===== config.mk =====
export PLATFORM = sky130hd
export DESIGN_NAME = complete_encoder
export DESIGN_NICKNAME = d
export VERILOG_FILES = /design/src/rtl/complete_encoder_pkg.sv /design/src/rtl/complete_encoder_huffman.sv /design/src/rtl/complete_encoder.sv
export SDC_FILE = /design/constraint.sdc
export NUM_CORES = 1
export LEC_CHECK = 0
export ABC_AREA = 1
export CAP_MARGIN = 20
export CORE_MARGIN = 3
export CORE_UTILIZATION = 40
export DETAILED_ROUTE_END_ITERATION = 8
export SLEW_MARGIN = 20
export SYNTH_ARGS = -nofsm -noshare
export SYNTH_HDL_FRONTEND = slang
export SYNTH_HIERARCHICAL = 1
export SYNTH_SLANG_ARGS = --single-unit

===== constraint.sdc =====
create_clock -name clk -period 4.2 [get_ports clk]
set_input_delay 1.05 -clock clk [delete_from_list [all_inputs] [get_ports clk]]
set_output_delay 1.05 -clock clk [all_outputs]
set_load 0.02 [all_outputs]

===== src/rtl/complete_encoder_pkg.sv =====
// Shared types and constants for the nibble prefix-code encoder.
// Code values are right-aligned in MAX_CODE_LEN bits and transmitted MSB first.
package complete_encoder_pkg;

  localparam int WORD_W       = 32;
  localparam int MAX_CODE_LEN = 6;
  localparam int ACC_W        = WORD_W + MAX_CODE_LEN;
  localparam int NIBBLES      = WORD_W / 4;

  typedef enum logic [1:0] {
    IDLE   = 2'd0,
    ENCODE = 2'd1,
    FLUSH  = 2'd2
  } state_t;

  // sym0/1 are 2-bit, sym2/3 are 3-bit, sym4..15 are 11 followed by (sym-4)
  localparam logic [MAX_CODE_LEN-1:0] CODE_VAL [16] = '{
    6'b000000, 6'b000001, 6'b000100, 6'b000101,
    6'b110000, 6'b110001, 6'b110010, 6'b110011,
    6'b110100, 6'b110101, 6'b110110, 6'b110111,
    6'b111000, 6'b111001, 6'b111010, 6'b111011
  };

  localparam logic [2:0] CODE_LEN [16] = '{
    3'd2, 3'd2, 3'd3, 3'd3,
    3'd6, 3'd6, 3'd6, 3'd6,
    3'd6, 3'd6, 3'd6, 3'd6,
    3'd6, 3'd6, 3'd6, 3'd6
  };

endpackage


===== src/rtl/complete_encoder_huffman.sv =====
// Combinational per-nibble code lookup: symbol in, right-aligned code and its length out.
module huffman_encode_3
  import complete_encoder_pkg::*;
(
  input  logic [3:0]              sym,
  output logic [MAX_CODE_LEN-1:0] code,
  output logic [2:0]              len
);

  assign code = CODE_VAL[sym];
  assign len  = CODE_LEN[sym];

endmodule


===== src/rtl/complete_encoder.sv =====
// Packs prefix codes of each input nibble (MSB nibble first) into 32-bit output words;
// a flush request emits whatever partial word is pending.
module complete_encoder
  import complete_encoder_pkg::*;
(
  input  logic              clk,
  input  logic              rst,
  input  logic              load,
  input  logic [WORD_W-1:0] in,
  input  logic              flush,
  output logic              in_ready,
  output logic [WORD_W-1:0] out_data,
  output logic [5:0]        out_nbits,
  output logic              out_valid
);

  localparam logic [6:0] ACC_W7   = 7'(ACC_W);
  localparam logic [6:0] WORD_W7  = 7'(WORD_W);
  localparam logic [2:0] LAST_IDX = 3'(NIBBLES - 1);

  state_t            state, state_d;
  logic [2:0]        idx, idx_d;
  logic [WORD_W-1:0] word, word_d;
  logic [ACC_W-1:0]  acc, acc_d;
  logic [5:0]        fill, fill_d;
  logic [WORD_W-1:0] out_data_d;
  logic [5:0]        out_nbits_d;
  logic              out_valid_d;

  logic [WORD_W-1:0]       word_sh;
  logic [3:0]              sym;
  logic [MAX_CODE_LEN-1:0] code;
  logic [2:0]              len;
  logic [6:0]              total;
  logic [6:0]              shamt;
  logic [ACC_W-1:0]        merged;

  assign word_sh = word << {idx, 2'b00};
  assign sym     = word_sh[WORD_W-1 -: 4];

  huffman_encode_3 u_lut (
    .sym  (sym),
    .code (code),
    .len  (len)
  );

  // Accumulator is left-aligned: the new code lands directly below the fill bits.
  assign total  = {1'b0, fill} + {4'b0000, len};
  assign shamt  = ACC_W7 - total;
  assign merged = acc | ({{(ACC_W-MAX_CODE_LEN){1'b0}}, code} << shamt);

  assign in_ready = (state == IDLE) && !flush;

  always_comb begin
    state_d     = state;
    idx_d       = idx;
    word_d      = word;
    acc_d       = acc;
    fill_d      = fill;
    out_data_d  = out_data;
    out_nbits_d = out_nbits;
    out_valid_d = 1'b0;
    case (state)
      IDLE: begin
        if (flush) begin
          if (fill != 6'd0) state_d = FLUSH;
        end else if (load) begin
          word_d  = in;
          idx_d   = 3'd0;
          state_d = ENCODE;
        end
      end
      ENCODE: begin
        idx_d = idx + 3'd1;
        if (total >= WORD_W7) begin
          out_data_d  = merged[ACC_W-1 -: WORD_W];
          out_nbits_d = 6'd32;
          out_valid_d = 1'b1;
          acc_d       = merged << WORD_W;
          fill_d      = 6'(total - WORD_W7);
        end else begin
          acc_d  = merged;
          fill_d = total[5:0];
        end
        if (idx == LAST_IDX) state_d = IDLE;
      end
      FLUSH: begin
        // Bits below fill are always zero, so the partial word is already padded.
        out_data_d  = acc[ACC_W-1 -: WORD_W];
        out_nbits_d = fill;
        out_valid_d = 1'b1;
        acc_d       = '0;
        fill_d      = 6'd0;
        state_d     = IDLE;
      end
      default: state_d = IDLE;
    endcase
  end

  always_ff @(posedge clk or negedge rst) begin
    if (!rst) begin
      state     <= IDLE;
      idx       <= 3'd0;
      word      <= '0;
      acc       <= '0;
      fill      <= 6'd0;
      out_data  <= '0;
      out_nbits <= 6'd0;
      out_valid <= 1'b0;
    end else begin
      state     <= state_d;
      idx       <= idx_d;
      word      <= word_d;
      acc       <= acc_d;
      fill      <= fill_d;
      out_data  <= out_data_d;
      out_nbits <= out_nbits_d;
      out_valid <= out_valid_d;
    end
  end

endmodule


==> results of run 1 <==
-- area by class of cell --
| cell class | instances | area, sq um |
|---|---|---|
| flip-flops and latches | 120 | 3003 |
| inverters | 87 | 330.3 |
| well taps | 216 | 270.3 |
| clock buffers | 20 | 456.7 |
| clock inverters | 12 | 172.7 |
| repair buffers | 87 | 863.3 |
| fillers | 1563 | 7830 |
| multi-input cells | 596 | 3017 |
-- sequential cells by signal, indices dropped and copies added, names as in the netlist --
signal and flops:
word 32, out_valid 1, idx 3, state 2, out_data 32, acc 38
out_nbits 6, fill 6
-- layout by cell type, fill, tap and decap left out, types with 2 or more instances in the layout --
cell type	synthesis	final
a31oi_2	0	2
inv_1	81	79
clkbuf_16	0	17
o22ai_1	9	9
clkdlybuf4s50_1	0	74
clkinvlp_4	0	3
nor2_4	3	3
o21ai_1	9	9
mux2i_1	9	9
a31oi_1	5	3
mux2_2	32	32
nor2_2	3	3
nand2_2	9	9
inv_2	5	6
nand3_1	51	51
nand4_1	3	3
buf_4	8	11
nand2_1	237	237
nor2_1	81	81
o21a_1	2	2
nand3b_1	3	3
dfrtp_1	120	120
bufinv_16	0	4
ha_1	9	9
a21oi_1	70	70
clkbuf_8	0	2
clkinv_2	0	4
o21ai_0	53	53
nand2_4	2	2
buf_12	0	2
-- path summary, 6_finish.rpt --
kind,end
setup / recovery,acc[36]$_DFFE_PN0P_
hold / removal,out_data[17]$_DFFE_PN0P_
setup reg to reg,acc[36]$_DFFE_PN0P_
hold reg to reg,out_data[17]$_DFFE_PN0P_
max in group asynchronous,fill[1]$_DFFE_PN0P_
min in group asynchronous,out_data[7]$_DFFE_PN0P_
-- critical path, stage by stage (launching register included) --
cell,delay [ns]
dfrtp_1,0.39
buf_4,0.23
o21ai_0,0.12
o22ai_1,0.20
nor2_1,0.06
a31oi_1,0.33
nor2_1,0.11
ha_1,0.23
fa_1,0.49
ha_1,0.40
inv_1,0.20
nand3_1,0.14
nor2_1,0.18
nand3_1,0.11
o21ai_0,0.21
nand3_1,0.16
nand2_1,0.09
nand2_1,0.04
inv_1,0.04
-- cells by family after synthesis --
| family | after synthesis | share of synthesized area (%) |
|---|---|---|
| AND/OR/NAND/NOR | 394 | 25.03 |
| AO/OA/AOI/OAI | 150 | 11.94 |
| buffers and inverters | 123 | 8.132 |
| flip-flops | 120 | 45.92 |
| multiplexers | 41 | 6.889 |
| adder cells (fa/ha/maj) | 10 | 2.028 |
| other | 1 | 0.05735 |
-- through the flow --
step | cell area, sq um | std cells
finish | 8113 | 1138
global route | 8113 | 1138
CTS | 8097 | 1138
detailed placement | 7467 | 1106
global placement | 7467 | 1106
floorplan | 6539 | 839
-- metal layers --
layer  vias up  global-route usage, %  part of all wire (%)
met3        17                  3.863                   4.2
li1       2855                      -                     -
met5         -                      0                     0
met1      2653                  26.41                    49
met2       113                  27.65                    46
met4         0                  6.457                   1.5
==> results.cfg, run 1 <==
[status]
status = finished, final reports clean

[worst_setup_path]
ff2ff_path_depth = 18
cp_data_arrival_time_ns = 4.14
worst_ep_required_time_ns = 4.56
reg2reg_slack_ns = 0.42
r2r-start = idx[0]$_DFFE_PN0P_
cp-end-kind = flip-flop
cp-start-kind = flip-flop
critPathKind = reg2reg
cp_max_fo = 17
startpoint = idx[0]$_DFFE_PN0P_

[logic_synthesis]
syn_avg_cell_area_sq_um = 7.794
synth_top_area_share_pct = 45.92
ys_top_cells_by_count = nand2_1, dfrtp_1, inv_1, nor2_1, a21oi_1
yosysTopAreaCell = dfrtp_1
netlist_top_cells_area = dfrtp_1, nand2_1, mux2_2, a21oi_1, inv_1
ys_ff_latch = 120
postSynthCellCount = 839
ys_seq_area_share_pct = 45.92
yosys.cell_count.top_type = nand2_1
synthesis.nets = 885
netlist_area_sq_um = 6539
netlist-cell-type-count = 33
synth_edf_count = 0
ys_warn_count = 6
async_flop_share_pct = 100.0
yosys_most_used_dff = dfrtp_1

[floorplanning]
die_w_um = 133.9
top_level_ports = 76
rows = 46
die_area_sq_um = 17920
die_h_um = 133.9
start_util_pct = 41.01
core_sq_um = 15940

[drt]
vias_per_cell = 4.954
drtIter0Drc = 351
postRouteAntennaNets = 0
drtPass1Iterations = 5
wirelength_mm = 15.77
drc = 0
avgRoutedWirePerCell_um = 13.86
vias = 5638

[place]
dp_worst_setup_slack_ns = 0.3245
dp_hpwl_mm = 11.00
place_congestion = 0.9199
io_buffers = 75

[timing]
worst_pin_slew_ns = 0.7114
fmaxAchievable_ghz = 0.2644
slew_viol_final = 0
rsz0062_at_grt = false
finalHoldViolCount = 0
finalCritPeriodShare_pct = 90.05
slew_headroom_pct = 52.57
fin_setup_tns_ns = 0
finalSetupViolations = 0
min_period_ns = 3.782
hold_slack_ns = 0.4735
fin_skew_ns = 0.009142
worst_slack_ns = 0.4178

[global_routing]
grt.total_usage_pct = 18.38
antenna_found_initial = 0
grt_pass1_vias = 5370
grt_max_degree = 121
grt-ovfl-total = 0
grt_pass1_wl_mm = 26.67

[clock_network]
cts_sinks = 120
htree_levels = 4
clockRootBuffer = clkbuf_16
tritoncts = done
cts_resized = 0
clk-insertion-delay-late_ns = 0.42
cts.clk_slew.worst_paths_ns = 0.06
post_cts_buffers = 0
cts_buffers = 17
clk_path_buf_depth = 2
cts_hold_buffers = 0

[layout]
num-nets-final = 955
fin_util_pct = 50.89
num_antenna_cells = 0
drive_above_1_share_pct = 11.17
syn_to_final_growth_pct = 24.07

[worst_hold_path]
hp-class = reg2reg
whs_path_depth = 2
hp-start = out_data[17]$_DFFE_PN0P_

[flow_run]
cap_viol_max_count = 0
Power of run 1 is not shown: default switching activity piles up to over one toggle a cycle in this logic, so the estimate is an artifact.
==> run 2: changes to the inputs <==
--- a/config.mk
+++ b/config.mk
@@ -15,3 +15,4 @@
 export SYNTH_HDL_FRONTEND = slang
 export SYNTH_HIERARCHICAL = 1
 export SYNTH_SLANG_ARGS = --single-unit
+export TNS_END_PERCENT = 20
==> constraint.sdc (replaced) <==
create_clock -name clk -period 4.5 [get_ports clk]
set_input_delay 1.125 -clock clk [delete_from_list [all_inputs] [get_ports clk]]
set_output_delay 1.125 -clock clk [all_outputs]
set_load 0.02 [all_outputs]
==> run 2 against run 1 <==
  * Hold slack about the same
  * Non-clock buffer count down 1
  * Setup slack better by 0.089 ns
  * Final cell count about the same
  * Utilization down 0.20 points
  * Fmax down 5.3%
  * Critical endpoint unchanged
  * Die area unchanged
  * Register-to-register slack better by 0.09 ns
==> results.cfg, run 2 (synthesized netlist as in run 1, its figures left out) <==
[status]
status = finished, final reports clean

[layout]
drive_above_1_share_pct = 10.75
fin_util_pct = 50.69
fillCellCount = 1575
num_antenna_cells = 0
finalInstanceArea_sq_um = 8082
num-nets-final = 954
layout_commonest_cell = nand2_1
final_cell_mix = nand2_1, dfrtp_1, inv_1, nor2_1, clkdlybuf4s50_1
regMostFlops = acc
syn_to_final_growth_pct = 23.59
largestRegisters = acc x38, out_data x32, word x32
largest_register_ff_count = 38

[worst_setup_path]
cp-end-kind = flip-flop
path_buf_inv = 4
critPathKind = reg2reg
reg2reg_slack_ns = 0.51
cp-start-kind = flip-flop
startpoint = idx[0]$_DFFE_PN0P_
r2r-start = idx[0]$_DFFE_PN0P_
crit_family = adder cells
cp_data_arrival_time_ns = 4.36
crit_slowest_cell = fa_1
cpPeakStageDelay_ns = 0.50
crit_chain = inv_1 > nor2_1 > o22ai_1 > nor2_1 > a31oi_1 > inv_1 > nand2_1 > nor2_1 > ha_1 > fa_1 > ha_1 > inv_1 > nand3_1 > nor2_1 > nand3_1 > o21ai_0 > nand3_1 > nand2_1 > nand2_1 > inv_1
worst_ep_required_time_ns = 4.87
cp_max_fo = 18

[drt]
vias = 5585
wirelength_mm = 15.94
drtIter0Drc = 372
vias_per_cell = 4.912
drc = 0
avgRoutedWirePerCell_um = 14.02
drtPass1Iterations = 5
postRouteAntennaNets = 0

[timing]
min_period_ns = 3.993
worst_slack_ns = 0.5067
worst_pin_slew_ns = 0.7578
fin_setup_tns_ns = 0
rsz0062_at_grt = false
finalCritPeriodShare_pct = 88.74
fmaxAchievable_ghz = 0.2504
fin_skew_ns = 0.007767
finalSetupViolations = 0
finalHoldViolCount = 0
slew_viol_final = 0
slew_headroom_pct = 49.35

[clock_network]
tritoncts = done
cts_resized = 0
clk_path_buf_depth = 2
cts_buffers = 17
cts_hold_buffers = 0
htree_levels = 4
clk-insertion-delay-late_ns = 0.43
cts.clk_slew.worst_paths_ns = 0.06
clockRootBuffer = clkbuf_16
cts_sinks = 120
post_cts_buffers = 0

[worst_hold_path]
hp-class = reg2reg
hp-start = out_data[24]$_DFFE_PN0P_

[floorplanning]
die_h_um = 133.9
die_area_sq_um = 17920
die_w_um = 133.9
rows = 46
start_util_pct = 41.01
top_level_ports = 76
core_sq_um = 15940

[global_routing]
grt_pass1_wl_mm = 27.26
grt.total_usage_pct = 19.09
grt-ovfl-total = 0
grt_max_degree = 67
antenna_found_initial = 0
grt_pass1_vias = 5400

[place]
dp_worst_setup_slack_ns = 0.5914
place_congestion = 0.9321
place_area_sq_um = 7447
io_buffers = 75
dp_hpwl_mm = 11.26

[flow_run]
cap_viol_max_count = 0
==> run 2: cell types whose count changed in the layout (fill, tap and decap cells not counted) <==
cell | before | now
clkinv_4 | 1 | 0
clkbuf_8 | 2 | 1
inv_1 | 79 | 81
inv_2 | 6 | 5
clkbuf_1 | 1 | 0
clkinv_2 | 4 | 2
a31oi_2 | 2 | 0
inv_6 | 1 | 4
clkinvlp_4 | 3 | 4
a31oi_1 | 3 | 5
buf_12 | 2 | 1
==> run 2: metal layers <==
metal | vias up | wire length (um) | GRT usage [%] | part of all wire [%]
met5 | - | 0 | 0 | 0
met4 | 0 | 262 | 7.200 | 1.6
met3 | 21 | 626 | 3.863 | 3.9
met2 | 113 | 6879 | 27.65 | 43
met1 | 2601 | 8172 | 28.25 | 51
li1 | 2850 | - | - | -
==> run 2: area by class of cell <==
type | count | area, sq um | area share [%]
Clock inverter | 14 | 195.2 | 2.415
Multi-Input combinational cell | 596 | 3004 | 37.17
Clock buffer | 18 | 439.2 | 5.434
Timing Repair Buffer | 86 | 843.3 | 10.44
Tap cell | 216 | 270.3 | 3.344
Sequential cell | 120 | 3003 | 37.16
Inverter | 87 | 326.6 | 4.041
==> run 2: through the flow <==
| stage | std cells | hold WS [ns] |
|---|---|---|
| after floorplan | 839 | 0.4489 |
| after global placement | 1105 | 0.4651 |
| after detailed placement | 1105 | 0.4647 |
| after CTS | 1137 | 0.4801 |
| after global routing | 1137 | 0.4952 |
| final | 1137 | 0.4739 |
==> run 2: worst reg2reg max path, stage by stage, from the launching register on <==
cell	delay [ns]
dfrtp_1	0.37
inv_1	0.33
nor2_1	0.09
o22ai_1	0.20
nor2_1	0.06
a31oi_1	0.32
inv_1	0.08
nand2_1	0.06
nor2_1	0.05
ha_1	0.24
fa_1	0.50
ha_1	0.40
inv_1	0.20
nand3_1	0.16
nor2_1	0.20
nand3_1	0.12
o21ai_0	0.27
nand3_1	0.12
nand2_1	0.08
nand2_1	0.05
inv_1	0.04
==> run 2: worst paths after layout <==
kind / to / cells past startpoint
worst min register to register: out_data[24]$_DFFE_PN0P_ / 2
min in group asynchronous: acc[25]$_DFFE_PN0P_ / 1
worst max-delay path: acc[36]$_DFFE_PN0P_ / 20
worst min-delay path: out_data[24]$_DFFE_PN0P_ / 2
max in group asynchronous: out_data[27]$_DFFE_PN0P_ / 2
worst max register to register: acc[36]$_DFFE_PN0P_ / 20
Power of run 2 is left out for the same reason.
==> run 3: changes to the inputs <==
==> constraint.sdc (replaced) <==
create_clock -name clk -period 4 [get_ports clk]
set_input_delay 1 -clock clk [delete_from_list [all_inputs] [get_ports clk]]
set_output_delay 1 -clock clk [all_outputs]
set_load 0.02 [all_outputs]
==> run 3 against run 2 <==
  * Wire length is 1.2% higher
  * Critical path depth is 1 lower
  * Final cell count is 0.53% higher
  * Largest cell class unchanged
  * Global-route usage is 0.21 points lower
  * Utilization is 0.71 points higher
  * Clock-buffer cell count stayed put
  * Sequential share of layout area is 0.52 points lower
  * Design area is 1.4% higher
  * Setup slack worse by 0.15 ns
  * First-iteration DRC count is 6.2% higher
  * Sequential cell count stayed put
==> results.cfg, run 3 (synthesized netlist as in run 1, its figures left out) <==
[timing]
worst_pin_slew_ns = 0.5576
finalHoldViolCount = 0
slew_viol_final = 0
finalCritPeriodShare_pct = 90.98
finalSetupViolations = 0
min_period_ns = 3.639
fmaxAchievable_ghz = 0.2748
slew_headroom_pct = 62.74
fin_skew_ns = 0.008198
fin_setup_tns_ns = 0
rsz0062_at_grt = false

[clock_network]
cts_hold_buffers = 0
clk-insertion-delay-late_ns = 0.42
clk_path_buf_depth = 2
post_cts_buffers = 0
cts.clk_slew.worst_paths_ns = 0.06
tritoncts = done
cts_buffers = 17
htree_levels = 4
cts_sinks = 120
clockRootBuffer = clkbuf_16
cts_resized = 0

[layout]
num_antenna_cells = 0
largestRegisters = acc x38, out_data x32, word x32
regMostFlops = acc
final_cell_mix = nand2_1, dfrtp_1, nor2_1
layout_commonest_cell = nand2_1
largest_register_ff_count = 38
num-nets-final = 960
drive_above_1_share_pct = 11.76
syn_to_final_growth_pct = 25.33
fin_util_pct = 51.40

[global_routing]
grt_pass1_wl_mm = 27.16
antenna_found_initial = 0
grt-ovfl-total = 0
grt_max_degree = 58
grt.total_usage_pct = 18.87
grt_pass1_vias = 5450

[floorplanning]
die_h_um = 133.9
rows = 46
die_w_um = 133.9
die_area_sq_um = 17920
start_util_pct = 41.01
core_sq_um = 15940
top_level_ports = 76

[drt]
vias = 5612
avgRoutedWirePerCell_um = 14.12
vias_per_cell = 4.910
drc = 0
postRouteAntennaNets = 0
wirelength_mm = 16.14
drtIter0Drc = 395
drtPass1Iterations = 6

[status]
status = finished, final reports clean

[worst_setup_path]
ff2ff_path_depth = 19
cp_max_fo = 18
worst_ep_required_time_ns = 4.31
cp_data_arrival_time_ns = 3.95
cp-end-kind = flip-flop
critPathKind = reg2reg
cp-start-kind = flip-flop

[worst_hold_path]
whs_path_depth = 2
hp-class = reg2reg

[flow_run]
cap_viol_max_count = 0

[place]
dp_hpwl_mm = 11.44
place_congestion = 0.8883
io_buffers = 75
-- run 3: final cells by class --
cell class,instances,area (sq um)
Timing Repair Buffer,92,913.4
Tap cell,216,270.3
Multi-Input combinational cell,596,3018
Sequential cell,120,3003
Clock inverter,14,221.5
Fill cell,1521,7747
Inverter,87,330.3
Clock buffer,18,439.2
-- run 3: per-stage QoR --
step | cell area [sq um] | instances | setup WS [ns] | hold WS [ns]
CTS | 8178 | 1143 | 0.2473 | 0.4797
finish | 8195 | 1143 | 0.3609 | 0.4745
floorplan | 6539 | 839 | 0.3312 | 0.4489
global placement | 7517 | 1111 | 0.2492 | 0.4614
detailed placement | 7517 | 1111 | 0.2529 | 0.4644
global route | 8195 | 1143 | 0.008545 | 0.4946
-- run 3: worst max-delay path, stage by stage, from the launching register on --
cell	delay, ns
dfrtp_1	0.40
clkinvlp_4	0.24
o21ai_0	0.24
o22ai_1	0.09
nor2_1	0.11
a31oi_1	0.06
buf_4	0.16
nor2_2	0.12
inv_1	0.13
ha_1	0.37
a21oi_1	0.25
nand2_1	0.12
nand3_1	0.10
nand2_2	0.10
nand2_4	0.17
nand2_2	0.09
nand2_2	0.15
buf_4	0.30
mux2i_1	0.23
inv_1	0.06
-- run 3: per-layer routing --
layer / vias to the layer above / wire length (um) / track usage, %
met5: - / 0 / 0
met4: 0 / 175 / 4.857
met3: 17 / 757 / 4.576
met2: 131 / 7106 / 28.35
li1: 2876 / - / -
met1: 2588 / 8099 / 27.51
-- run 3: worst paths after layout --
| check | start | slack (ns) | endpoint |
|---|---|---|---|
| max | idx[0]$_DFFE_PN0P_ | 0.36 | out_data[22]$_DFFE_PN0P_ |
| min in group asynchronous | rst | 0.51 | out_data[3]$_DFFE_PN0P_ |
| max in group asynchronous | rst | 2.66 | word[6]$_DFFE_PN0P_ |
| min reg2reg | out_data[20]$_DFFE_PN0P_ | 0.47 | out_data[20]$_DFFE_PN0P_ |
| max reg2reg | idx[0]$_DFFE_PN0P_ | 0.36 | out_data[22]$_DFFE_PN0P_ |
| min | out_data[20]$_DFFE_PN0P_ | 0.47 | out_data[20]$_DFFE_PN0P_ |
Power of run 3 is left out for the same reason.
